**config.mk**
```make
export PLATFORM = sky130hd
export DESIGN_NAME = sram_test_ctrl
export DESIGN_NICKNAME = d
export VERILOG_FILES = /design/src/rtl/sram_test_ctrl.sv
export SDC_FILE = /design/constraint.sdc
export NUM_CORES = 1
export LEC_CHECK = 0
export ABC_AREA = 1
export BUFFER_PORTS_ARGS = -buffer_cell sky130_fd_sc_hd__buf_2
export CORE_UTILIZATION = 47
export CTS_CLUSTER_SIZE = 40
export DETAILED_ROUTE_END_ITERATION = 7
export HOLD_SLACK_MARGIN = 0.06
export PLACE_DENSITY = 0.71
export SYNTH_ARGS = -nofsm -noshare
export SYNTH_HDL_FRONTEND = slang
export SYNTH_SLANG_ARGS = --single-unit
```
**constraint.sdc**
```tcl
create_clock -name clock -period 1.98 [get_ports clock]
set_clock_uncertainty 0.2 [all_clocks]
set_input_delay 0.099 -clock clock [delete_from_list [all_inputs] [get_ports clock]]
set_output_delay 0.099 -clock clock [all_outputs]
set_load 0.005 [all_outputs]
```
**src/rtl/sram_test_ctrl.sv**
```systemverilog
// sram_test_ctrl: drives two SRAM macros from Wishbone or a pin scan chain.
// Define SRAM_CMP_EN to add the EXP compare register and sticky err flags.
module sram_test_ctrl #(
   parameter logic [31:0] BASE_ADR = 32'h3000_0000,
   parameter int          ADDR_W   = 8,
   parameter int          DATA_W   = 32
) (
   input  logic              clock,
   input  logic              resetn,
   input  logic [1:0]        in_select,
   input  logic              gpio_clk,
   input  logic              gpio_in,
   input  logic              gpio_scan,
   input  logic              gpio_sram_load,
   input  logic              global_csb,
   output logic              gpio_out,
   input  logic              wbs_stb_i,
   input  logic              wbs_cyc_i,
   input  logic              wbs_we_i,
   input  logic [3:0]        wbs_sel_i,
   input  logic [31:0]       wbs_adr_i,
   input  logic [31:0]       wbs_dat_i,
   output logic              wbs_ack_o,
   output logic [31:0]       wbs_dat_o,
`ifdef SRAM_CMP_EN
   output logic [1:0]        err,
`endif
   output logic [1:0]        sram_csb,
   output logic              sram_web,
   output logic [ADDR_W-1:0] sram_addr,
   output logic [DATA_W-1:0] sram_din,
   input  logic [DATA_W-1:0] sram_dout0,
   input  logic [DATA_W-1:0] sram_dout1
);

   localparam int PKT_W = ADDR_W + DATA_W + 2;

   typedef enum logic [1:0] {IDLE, ACCESS, CAPTURE} state_t;
   state_t state, state_n;

   logic [4:0]        sync_a, sync_b;
   logic              clk_q, load_q;
   logic              s_clk, s_in, s_scan, s_load, s_gcsb;
   logic              clk_rise, load_rise;
   logic [ADDR_W-1:0] ctrl_addr, op_addr;
   logic              ctrl_web, ctrl_sel;
   logic              op_web, op_sel, op_scan;
   logic [DATA_W-1:0] wdata, rdata, op_din, rd_word;
   logic [PKT_W-1:0]  pkt;
   logic              wb_hit, wb_wr;
   logic [1:0]        wb_off;
   logic [31:0]       ctrl_word, rd_mux;
   logic              wb_start, scan_start;
   logic              start, busy, cap;
   logic              unused_ok;

   assign {s_gcsb, s_load, s_scan, s_in, s_clk} = sync_b;
   assign clk_rise  = s_clk & ~clk_q;
   assign load_rise = s_load & ~load_q;
   assign gpio_out  = pkt[PKT_W-1];

   // ack gating keeps a held strobe from being acked twice in a row
   assign wb_hit = wbs_stb_i & wbs_cyc_i & ~wbs_ack_o
                 & (wbs_adr_i[31:4] == BASE_ADR[31:4]);
   assign wb_wr  = wb_hit & wbs_we_i;
   assign wb_off = wbs_adr_i[3:2];

   assign wb_start   = wb_wr & (wb_off == 2'd3)
                     & wbs_dat_i[0] & (in_select == 2'b10);
   assign scan_start = load_rise & ~s_gcsb
                     & (in_select == 2'b00);

   assign rd_word   = op_sel ? sram_dout1 : sram_dout0;
   assign cap       = (state == CAPTURE) & op_web;
   assign sram_addr = op_addr;
   assign sram_din  = op_din;
   assign unused_ok = &{1'b0, wbs_sel_i, wbs_adr_i[1:0]};

   always_comb begin
      ctrl_word             = '0;
      ctrl_word[ADDR_W-1:0] = ctrl_addr;
      ctrl_word[16]         = ctrl_web;
      ctrl_word[24]         = ctrl_sel;
   end

   always_comb begin
      rd_mux = '0;
      unique case (wb_off)
         2'd0: rd_mux = ctrl_word;
         2'd1: rd_mux = wdata;
         2'd2: rd_mux = rdata;
         2'd3: rd_mux = {31'b0, busy};
      endcase
   end

   always_ff @(posedge clock or negedge resetn) begin
      if (!resetn) state <= IDLE;
      else         state <= state_n;
   end

   always_comb begin
      state_n  = state;
      start    = 1'b0;
      busy     = 1'b0;
      sram_csb = 2'b11;
      sram_web = 1'b1;
      unique case (state)
         IDLE: begin
            if (wb_start | scan_start) begin
               start   = 1'b1;
               state_n = ACCESS;
            end
         end
         ACCESS: begin
            busy             = 1'b1;
            sram_csb[op_sel] = 1'b0;
            sram_web         = op_web;
            state_n          = CAPTURE;
         end
         CAPTURE: begin
            busy    = 1'b1;
            state_n = IDLE;
         end
         default: state_n = IDLE;
      endcase
   end

   always_ff @(posedge clock or negedge resetn) begin
      if (!resetn) begin
         sync_a <= '0;
         sync_b <= '0;
         clk_q  <= 1'b0;
         load_q <= 1'b0;
      end else begin
         sync_a <= {global_csb, gpio_sram_load,
                    gpio_scan, gpio_in, gpio_clk};
         sync_b <= sync_a;
         clk_q  <= s_clk;
         load_q <= s_load;
      end
   end

   always_ff @(posedge clock or negedge resetn) begin
      if (!resetn) begin
         wbs_ack_o <= 1'b0;
         wbs_dat_o <= '0;
         ctrl_addr <= '0;
         ctrl_web  <= 1'b0;
         ctrl_sel  <= 1'b0;
         wdata     <= '0;
      end else begin
         wbs_ack_o <= wb_hit;
         if (wb_hit & ~wbs_we_i) wbs_dat_o <= rd_mux;
         if (wb_wr & (wb_off == 2'd0)) begin
            ctrl_addr <= wbs_dat_i[ADDR_W-1:0];
            ctrl_web  <= wbs_dat_i[16];
            ctrl_sel  <= wbs_dat_i[24];
         end
         if (wb_wr & (wb_off == 2'd1)) wdata <= wbs_dat_i;
      end
   end

   always_ff @(posedge clock or negedge resetn) begin
      if (!resetn) begin
         op_addr <= '0;
         op_din  <= '0;
         op_web  <= 1'b0;
         op_sel  <= 1'b0;
         op_scan <= 1'b0;
         rdata   <= '0;
      end else begin
         if (start) begin
            op_scan <= scan_start;
            if (scan_start) begin
               op_sel  <= pkt[PKT_W-1];
               op_web  <= pkt[PKT_W-2];
               op_addr <= pkt[DATA_W +: ADDR_W];
               op_din  <= pkt[DATA_W-1:0];
            end else begin
               op_sel  <= ctrl_sel;
               op_web  <= ctrl_web;
               op_addr <= ctrl_addr;
               op_din  <= wdata;
            end
         end
         if (cap) rdata <= rd_word;
      end
   end

   // a scan-path read result takes priority over a coincident shift
   always_ff @(posedge clock or negedge resetn) begin
      if (!resetn)
         pkt <= '0;
      else if (cap & op_scan)
         pkt[DATA_W-1:0] <= rd_word;
      else if (clk_rise & s_scan)
         pkt <= {pkt[PKT_W-2:0], s_in};
   end

`ifdef SRAM_CMP_EN
   logic [DATA_W-1:0] exp_q;

   always_ff @(posedge clock or negedge resetn) begin
      if (!resetn) begin
         exp_q <= '0;
         err   <= 2'b00;
      end else begin
         if (wb_wr & (wb_off == 2'd2)) exp_q <= wbs_dat_i;
         if (wb_wr & (wb_off == 2'd3) & wbs_dat_i[1])
            err <= 2'b00;
         if (cap & (rd_word != exp_q)) err[op_sel] <= 1'b1;
      end
   end
`endif

endmodule

```
==> flow_metrics.py, run 1 <==
metrics = {
    "yosys": {
        "synth_top_area_cell": "dfrtp_1",
        "netlist_area_um2": 9490,
        "synth_fp_nets": 1314,
        "ys_ff_latch": 206,
        "post-synth-top-count-cell": "nand2_1",
        "synth.area.top_cells": "dfrtp_1, nand2_1, inv_1, o21ai_0, nor2_1",
        "synthArstFlopShare": 1.00,
        "ys_types": 33,
        "syn_area_per_cell_um2": 8.14,
        "synth_ff_type": "dfrtp_1",
        "yosysWarningCount": 0,
        "synth_edf_count": 0,
        "syn_inst": 1166,
        "synth_top_area_share": 0.543,
        "ys_seq_area_frac": 0.543,
        "synth_common_cells": "nand2_1, dfrtp_1, inv_1, nor2_1, o21ai_0",
    },
    "drt": {
        "dr.first_iter.drc_count": 584,
        "ant_nets": 0,
        "dr.pass1.iters": 6,
        "drc": 0,
        "vias": 9435,
        "wl_um": 30600,
        "wl_per_cell_um": 17.0,
        "vias_per_cell": 5.25,
    },
    "global_route": {
        "grt_max_degree": 84,
        "grt_use_total": 0.296,
        "grt_first_pass_wirelength_um": 47100,
        "antenna_found_initial": 0,
        "gr-total-overflow": 0,
        "grt_pass1_vias": 9346,
    },
    "power": {
        "cellLeakagePower_nw": 7.01,
        "p_sw_mw": 3.13,
        "ir_drop_mv": 0.624,
        "clkPwrFrac": 0.354,
        "pwr_density_cell_nw_per_um2": 843,
        "p_int_mw": 7.99,
        "seqPwrFrac": 0.449,
        "swShare": 0.282,
        "combPwrFrac": 0.197,
    },
    "die": {
        "fp.dieW_um": 144,
        "initial_core_util": 0.483,
        "die_area_um2": 20800,
        "rows": 51,
        "core_area_um2": 19700,
        "die_y_um": 144,
        "num_io_pins": 221,
    },
    "worst_setup_path": {
        "r2r_start": "wbs_ack_o$_DFF_PN0_",
        "cp_max_fo": 8,
        "worstPathRequired_ps": 2180,
        "crit_top_cell": "dlygate4sd3_1",
        "path_delay_family": "buffers and inverters",
        "critical_path.startpoint": "wbs_adr_i[3]",
        "crit_buf_inv": 5,
        "crit_type": "primary input to flop",
        "startpoint_type": "primary input",
        "crit_arrival_ps": 2160,
        "timing.critical_path.to_type": "flop",
        "r2r.worst_path.cells": 9,
        "crit_chain": "dlygate4sd3_1, buf_2, nor2_1, dlygate4sd3_1, inv_1, nor2_4, buf_6, nand2_1, o21a_1",
        "cpPeakStageDelay_ps": 580,
        "reg2reg_to": "wdata[16]$_DFFE_PN0P_",
        "crit_path_top_delay_cell": "dlygate4sd3_1",
        "rrSetupSlack_ps": 70,
    },
    "sta": {
        "timing_hold_violations_final": 0,
        "relSlewSlack": 0.625,
        "worst_pin_slew_ps": 557,
        "finalCriticalPeriod_ps": 1960,
        "slew_viol_final": 0,
        "finalCritPeriodShare": 0.990,
        "setup-violations-final": 0,
        "fmax_mhz": 510,
    },
    "cts": {
        "cts_max_level": 1,
        "clkSinkCount": 206,
        "clockRootBuffer": "clkbuf_16",
        "clk_pin_slew_ps": 60,
        "cts_tree": "yes",
        "clkLatencyLatePin_ps": 510,
        "clk_path_buf_depth": 3,
        "numCtsBuffers": 22,
    },
    "place": {
        "port_buffers": 214,
        "placedCellCount": 1615,
        "place.gp.congestion": 0.869,
        "place_area_um2": 11000,
        "place_hpwl_um": 18500,
    },
    "min_path": {
        "hold_start": "wbs_adr_i[4]",
        "min_path_cells": 9,
        "hp-class": "primary input to flop",
        "hold_end": "state[1]$_DFFE_PN0P_",
    },
    "outcome": {
        "status": "completed",
    },
    "cells_and_area": {
        "area_delta_synth_final_pct": 39.2,
        "post-route-util": 0.672,
        "diodes": 0,
        "fin_area_um2": 13200,
        "drive_gt1_frac": 0.202,
        "fin_nets": 1668,
        "finalNonFillerCells": 1798,
    },
    "flow_run": {
        "maxCapViolCount": 0,
    },
}
-- cell families (layout without fill, tap and decap cells) --
family,count (synthesis),in the layout,synth area share
adders and majority gates,4,4,0.00527
AOI/OAI and AO/OA,205,205,0.132
DFF,206,206,0.543
and+or+nand+nor,551,551,0.234
buffers and inverters,200,567,0.0859
-- how the worst max path moves through the flow --
stage	to	cells past startpoint	slack [ps]
4_1_cts	sram_csb[0]	4	10
3_3_place_gp	sram_din[7]$_DFFE_PN0P_	11	130
2_1_floorplan	pkt[10]$_DFFE_PN0P_	10	220
3_5_place_dp	pkt[17]$_DFFE_PN0P_	10	100
5_1_grt	wbs_dat_o[0]$_DFFE_PN0P_	11	-20
6_report	ctrl_addr[7]$_DFFE_PN0P_	9	20
-- area by class of cell --
class | instances | area, um2
multi-input cells | 760 | 3570
flip-flops and latches | 206 | 5160
fillers | 1576 | 6450
well taps | 265 | 332
repair buffers | 397 | 2960
inverters | 133 | 499
clock buffers | 33 | 632
clock inverters | 4 | 56.3
-- power by group through the flow --
| stage | sequential, mW | clock [mW] | combinational (mW) |
|---|---|---|---|
| global placement | 5.06 | 0 | 1.89 |
| finish | 4.99 | 3.94 | 2.20 |
| detailed placement | 5.06 | 0 | 1.94 |
| floorplan | 5.02 | 0 | 0.962 |
| global route | 5.04 | 4.16 | 2.46 |
| CTS | 4.99 | 4.01 | 2.16 |
-- flip-flops by register name, summed over array words and instances (netlist names), 2 cells and up --
register	count
state	2
sync_a	5
ctrl_addr	8
wbs_dat_o	32
rdata	32
wdata	32
sram_addr	8
pkt	42
sram_din	32
sync_b	5
-- stage by stage --
stage	setup WS, ps	hold slack, ps	TNS, ps	total power, mW
floorplan	216	-397	0	5.98
global placement	130	-86.6	0	6.94
detailed placement	99.2	-84.0	0	7.00
CTS	13.3	118	0	11.2
global route	-17.3	154	-60.9	11.7
finish	19.6	101	0	11.1
-- cell usage in the layout, fill, tap and decap left out, types with 6 or more instances in the layout --
| cell type | netlist | routed |
|---|---|---|
| a21oi_1 | 37 | 37 |
| a31oi_1 | 24 | 24 |
| buf_12 | 0 | 11 |
| buf_2 | 13 | 213 |
| buf_4 | 5 | 30 |
| clkbuf_1 | 41 | 7 |
| clkbuf_16 | 0 | 23 |
| dfrtp_1 | 206 | 205 |
| dlygate4sd3_1 | 0 | 139 |
| inv_1 | 132 | 131 |
| nand2_1 | 369 | 369 |
| nand3_1 | 69 | 68 |
| nor2_1 | 99 | 93 |
| nor2_2 | 1 | 6 |
| o21a_1 | 17 | 17 |
| o21ai_0 | 83 | 83 |
| o221ai_1 | 29 | 27 |
-- metal layers --
layer / part of all wire / routed length (um) / track usage
met1: 0.41 / 12700 / 0.384
met2: 0.48 / 14700 / 0.493
met4: 0.038 / 1170 / 0.123
met3: 0.068 / 2090 / 0.0483
met5: 0 / 0 / 0
-- worst min-delay path, stage by stage --
cell and delay, ps:
buf_2 90, nor2_1 50, nand2_1 70, nor2_2 40
nand2_2 100, nor2_4 70, nand3_4 90, nand4_1 80
nand2_1 70
-- what timing repair did --
item | CTS | global route
hold endpoints to repair | 361 | 0
buffers inserted | 0 | 5
setup endpoints to repair | 0 | 68
gates resized for setup | 0 | 13
hold buffers | 139 | 0
Note: power is estimated with default switching activity, not from simulation.
==> inputs of run 2 (changes only) <==
- MAX_ROUTING_LAYER: not set -> met4
==> flow_metrics.py, run 2 (same netlist as run 1, synthesis figures left out) <==
metrics = {
    "die": {
        "rows": 51,
        "initial_core_util": 0.483,
        "fp.dieW_um": 144,
        "core_area_um2": 19700,
        "die_area_um2": 20800,
        "num_io_pins": 221,
        "die_y_um": 144,
    },
    "cells_and_area": {
        "fillCellCount": 1576,
        "most-common-layout-cells": "nand2_1, buf_2, dfrtp_1",
        "fin_area_um2": 13200,
        "fin_nets": 1668,
        "post-route-util": 0.672,
        "final_common_cell": "nand2_1",
        "diodes": 0,
        "area_delta_synth_final_pct": 39.2,
        "largest-register": "pkt",
        "largest_reg_flops": 42,
        "drive_gt1_frac": 0.202,
    },
    "worst_setup_path": {
        "startpoint_type": "primary input",
        "worstPathRequired_ps": 2180,
        "timing.critical_path.to_type": "flop",
        "cp_max_fo": 8,
        "crit_arrival_ps": 2140,
        "critical_path.startpoint": "wbs_adr_i[3]",
        "r2r_start": "wbs_ack_o$_DFF_PN0_",
        "crit_type": "primary input to flop",
    },
    "drt": {
        "wl_um": 30600,
        "wl_per_cell_um": 17.0,
        "drc": 0,
        "dr.pass1.iters": 5,
        "vias_per_cell": 5.22,
        "vias": 9390,
        "dr.first_iter.drc_count": 591,
        "ant_nets": 0,
    },
    "sta": {
        "whs_ps": 98.9,
        "timing_hold_violations_final": 0,
        "relSlewSlack": 0.635,
        "worst_pin_slew_ps": 542,
        "setup-violations-final": 0,
        "finalCritPeriodShare": 0.983,
        "fmax_mhz": 514,
        "finalCriticalPeriod_ps": 1950,
        "slew_viol_final": 0,
    },
    "cts": {
        "clk_path_buf_depth": 3,
        "cts_tree": "yes",
        "clkLatencyLatePin_ps": 510,
        "numCtsBuffers": 22,
        "clkSinkCount": 206,
        "cts_max_level": 1,
        "clk_pin_slew_ps": 60,
        "clockRootBuffer": "clkbuf_16",
    },
    "global_route": {
        "grt_max_degree": 84,
        "grt_pass1_vias": 9333,
        "grt_use_total": 0.306,
        "grt_first_pass_wirelength_um": 47200,
        "antenna_found_initial": 0,
        "gr-total-overflow": 0,
    },
    "place": {
        "port_buffers": 214,
        "place_area_um2": 11000,
        "place.gp.congestion": 0.883,
        "place_hpwl_um": 18500,
    },
    "power": {
        "ir_drop_mv": 0.622,
        "pwr_density_cell_nw_per_um2": 843,
        "cellLeakagePower_nw": 7.01,
    },
    "min_path": {
        "hp-class": "primary input to flop",
        "hold_start": "wbs_adr_i[4]",
    },
    "flow_run": {
        "maxCapViolCount": 0,
    },
    "outcome": {
        "status": "completed",
    },
}
-- run 2: cell type report --
cell class	instances	area [um2]	area share
multi-input combinational	760	3570	0.270
clock buffer	33	632	0.0478
timing repair buffer	397	2960	0.224
clock inverter	4	56.3	0.00426
sequential	206	5160	0.390
inverter	133	499	0.0378
tap	265	332	0.0251
-- run 2: metrics by stage --
step	setup slack, ps	TNS, ps	power (mW)	cells
after floorplan	216	0	5.98	1166
after global placement	130	0	6.94	1615
after detailed placement	99.2	0	7.00	1615
after CTS	13.3	0	11.2	1791
after global routing	-18.0	-71.7	11.7	1798
final	33.9	0	11.1	1798
-- run 2: critical path, stage by stage --
cell and delay (ps):
dlygate4sd3_1 570, buf_2 170, nor2_1 130, dlygate4sd3_1 580, inv_1 80, nor2_4 180
buf_6 170, nand2_1 60, o21a_1 100
-- run 2: final timing paths --
kind                       depth (start not counted)                  endpoint  slack (ps)
setup / recovery                                   9  ctrl_addr[7]$_DFFE_PN0P_          30
hold / removal                                     9      state[1]$_DFFE_PN0P_         100
setup reg to reg                                   9     wdata[16]$_DFFE_PN0P_          70
hold reg to reg                                    0       sync_b[2]$_DFF_PN0_         150
max in group asynchronous                          4     wdata[15]$_DFFE_PN0P_         310
min in group asynchronous                          3     rdata[18]$_DFFE_PN0P_         460
-- run 2: what timing repair did --
action / CTS / global route
endpoints found under the hold margin: 361 / 0
hold buffers: 139 / 0
setup endpoints to repair: 0 / 117
resized for setup: 0 / 13
setup buffers: 0 / 5
-- run 2: power by group --
part,internal [mW],total (mW),switching [mW]
logic,0.947,2.19,1.25
clock network,2.33,3.95,1.62
registers,4.72,4.99,0.272
total,7.99,11.1,3.14
-- run 2: metal layers --
| layer | track usage | part of all wire |
|---|---|---|
| met1 | 0.387 | 0.42 |
| met2 | 0.496 | 0.48 |
| met3 | 0.0457 | 0.061 |
| met4 | 0.119 | 0.035 |
| met5 | - | 0 |
==> inputs of run 3 (changes only) <==
- SETUP_SLACK_MARGIN: not set -> 0.5
- clock period: 1.98 -> 2.05 ns (I/O delays scaled with it)
==> flow_metrics.py, run 3 (same netlist as run 1, synthesis figures left out) <==
metrics = {
    "outcome": {
        "status": "finished with violations",
        "violations": "negative hold slack, negative setup slack",
    },
    "sta": {
        "rsz0062_at_grt": "yes",
        "finalCritPeriodShare": 1.05,
        "timing_hold_violations_final": 45,
        "relSlewSlack": 0.699,
        "worst_pin_slew_ps": 447,
        "whs_ps": -88.0,
        "slew_viol_final": 0,
        "fmax_mhz": 464,
        "fin_ws_ps": -105,
        "finalCriticalPeriod_ps": 2150,
        "setup-violations-final": 32,
    },
    "global_route": {
        "antenna_found_initial": 0,
        "grt_use_total": 0.349,
        "gr-total-overflow": 0,
        "grt_first_pass_wirelength_um": 53100,
        "grt_pass1_vias": 9941,
        "grt_max_degree": 51,
    },
    "drt": {
        "vias_per_cell": 5.88,
        "wl_um": 42300,
        "wl_per_cell_um": 22.6,
        "ant_nets": 0,
        "drc": 0,
        "dr.pass1.iters": 6,
        "dr.first_iter.drc_count": 1165,
        "vias": 11000,
    },
    "worst_setup_path": {
        "crit_arrival_ps": 2330,
        "timing.critical_path.to_type": "flop",
        "cp_max_fo": 50,
        "worstPathRequired_ps": 2230,
        "startpoint_type": "flop",
        "critical_path.startpoint": "wbs_ack_o$_DFF_PN0_",
        "reg2reg_to": "wdata[9]$_DFFE_PN0P_",
        "r2r_start": "wbs_ack_o$_DFF_PN0_",
        "rrSetupSlack_ps": -100,
        "crit_end": "wdata[9]$_DFFE_PN0P_",
        "r2r.worst_path.cells": 10,
        "crit_type": "flop to flop",
    },
    "cells_and_area": {
        "largest-register": "pkt",
        "drive_gt1_frac": 0.348,
        "multi_input_area_um2": 4590,
        "fillCellCount": 1106,
        "post-route-util": 0.802,
        "finalNonFillerCells": 1874,
        "final_common_cell": "nand2_1",
        "fin_nets": 1741,
        "area_delta_synth_final_pct": 66.0,
        "most-common-layout-cells": "nand2_1, buf_2, dfrtp_1",
        "fin_area_um2": 15800,
        "ff_latch_area_um2": 5160,
        "largest_reg_flops": 42,
    },
    "power": {
        "pwr_density_cell_nw_per_um2": 764,
        "cellLeakagePower_nw": 7.90,
        "ir_drop_mv": 0.659,
    },
    "flow_run": {
        "maxCapViolCount": 0,
    },
    "die": {
        "fp.dieW_um": 144,
        "num_io_pins": 221,
        "die_y_um": 144,
        "core_area_um2": 19700,
        "rows": 51,
        "die_area_um2": 20800,
        "initial_core_util": 0.483,
    },
    "cts": {
        "cts_max_level": 1,
        "clk_path_buf_depth": 3,
        "clkLatencyLatePin_ps": 510,
        "clockRootBuffer": "clkbuf_16",
        "numCtsBuffers": 23,
        "cts_tree": "yes",
        "clk_pin_slew_ps": 60,
        "clkSinkCount": 206,
    },
    "place": {
        "place_hpwl_um": 19000,
        "place.gp.congestion": 0.857,
        "port_buffers": 214,
        "place_area_um2": 11200,
        "placedCellCount": 1615,
    },
    "min_path": {
        "hp-class": "primary input to async pin",
    },
}
-- run 3: how the worst min path moves through the flow --
stage / from / to / slack, ps / cells past startpoint
floorplan: resetn / clk_q$_DFF_PN0_ / -390 / 0
global placement: resetn / wdata[23]$_DFFE_PN0P_ / -120 / 1
detailed placement: resetn / rdata[23]$_DFFE_PN0P_ / -120 / 1
CTS: wbs_adr_i[4] / wbs_ack_o$_DFF_PN0_ / -200 / 6
global route: resetn / wdata[22]$_DFFE_PN0P_ / -50 / 2
finish: resetn / wdata[22]$_DFFE_PN0P_ / -90 / 2
-- run 3: layout make-up --
cell class / instances / share of cell area
Clock inverter: 9 / 0.00619
Sequential cell: 206 / 0.327
Clock buffer: 31 / 0.0416
Timing Repair Buffer: 463 / 0.279
Inverter: 133 / 0.0334
Timing Repair inverter: 1 / 0.000318
Antenna cell: 1 / 0.000159
Multi-Input combinational cell: 765 / 0.291
Tap cell: 265 / 0.0210
-- run 3: through the flow --
step	power (mW)	setup slack (ps)	TNS, ps
5_1_grt	12.4	-140	-2380
4_1_cts	11.3	218	0
3_5_place_dp	6.85	-55.3	-1270
6_report	12.0	-105	-802
2_1_floorplan	5.92	374	0
3_3_place_gp	6.79	2.58	0
-- run 3: report_power, final --
group          switching (mW)  internal, mW
Combinational            1.71          1.24
Sequential              0.344          4.56
Clock                    1.71          2.48
Total                    3.76          8.28
-- run 3: what timing repair did --
action                     4_1_cts  5_1_grt
gates resized for setup         84      210
setup buffers                   32       15
setup endpoints to repair      195      196
hold endpoints to repair       326       46
cloned                          20       23
hold buffers                   125        3
pin swaps                        6       39
-- run 3: layer usage --
metal	GRT usage	wire length, um
met5	-	0
met4	0.163	3070
met3	0.0497	4320
met2	0.559	19800
met1	0.439	15100
-- run 3: worst max-delay path, stage by stage (launching register included) --
cell and delay [ps]:
dfrtp_1 390, nor2_1 130, nand2_1 120, nor2_2 120
nand2_2 110, nor2_4 160, buf_4 160, nand3_4 120
buf_12 220, nor2_1 170, a21oi_1 80
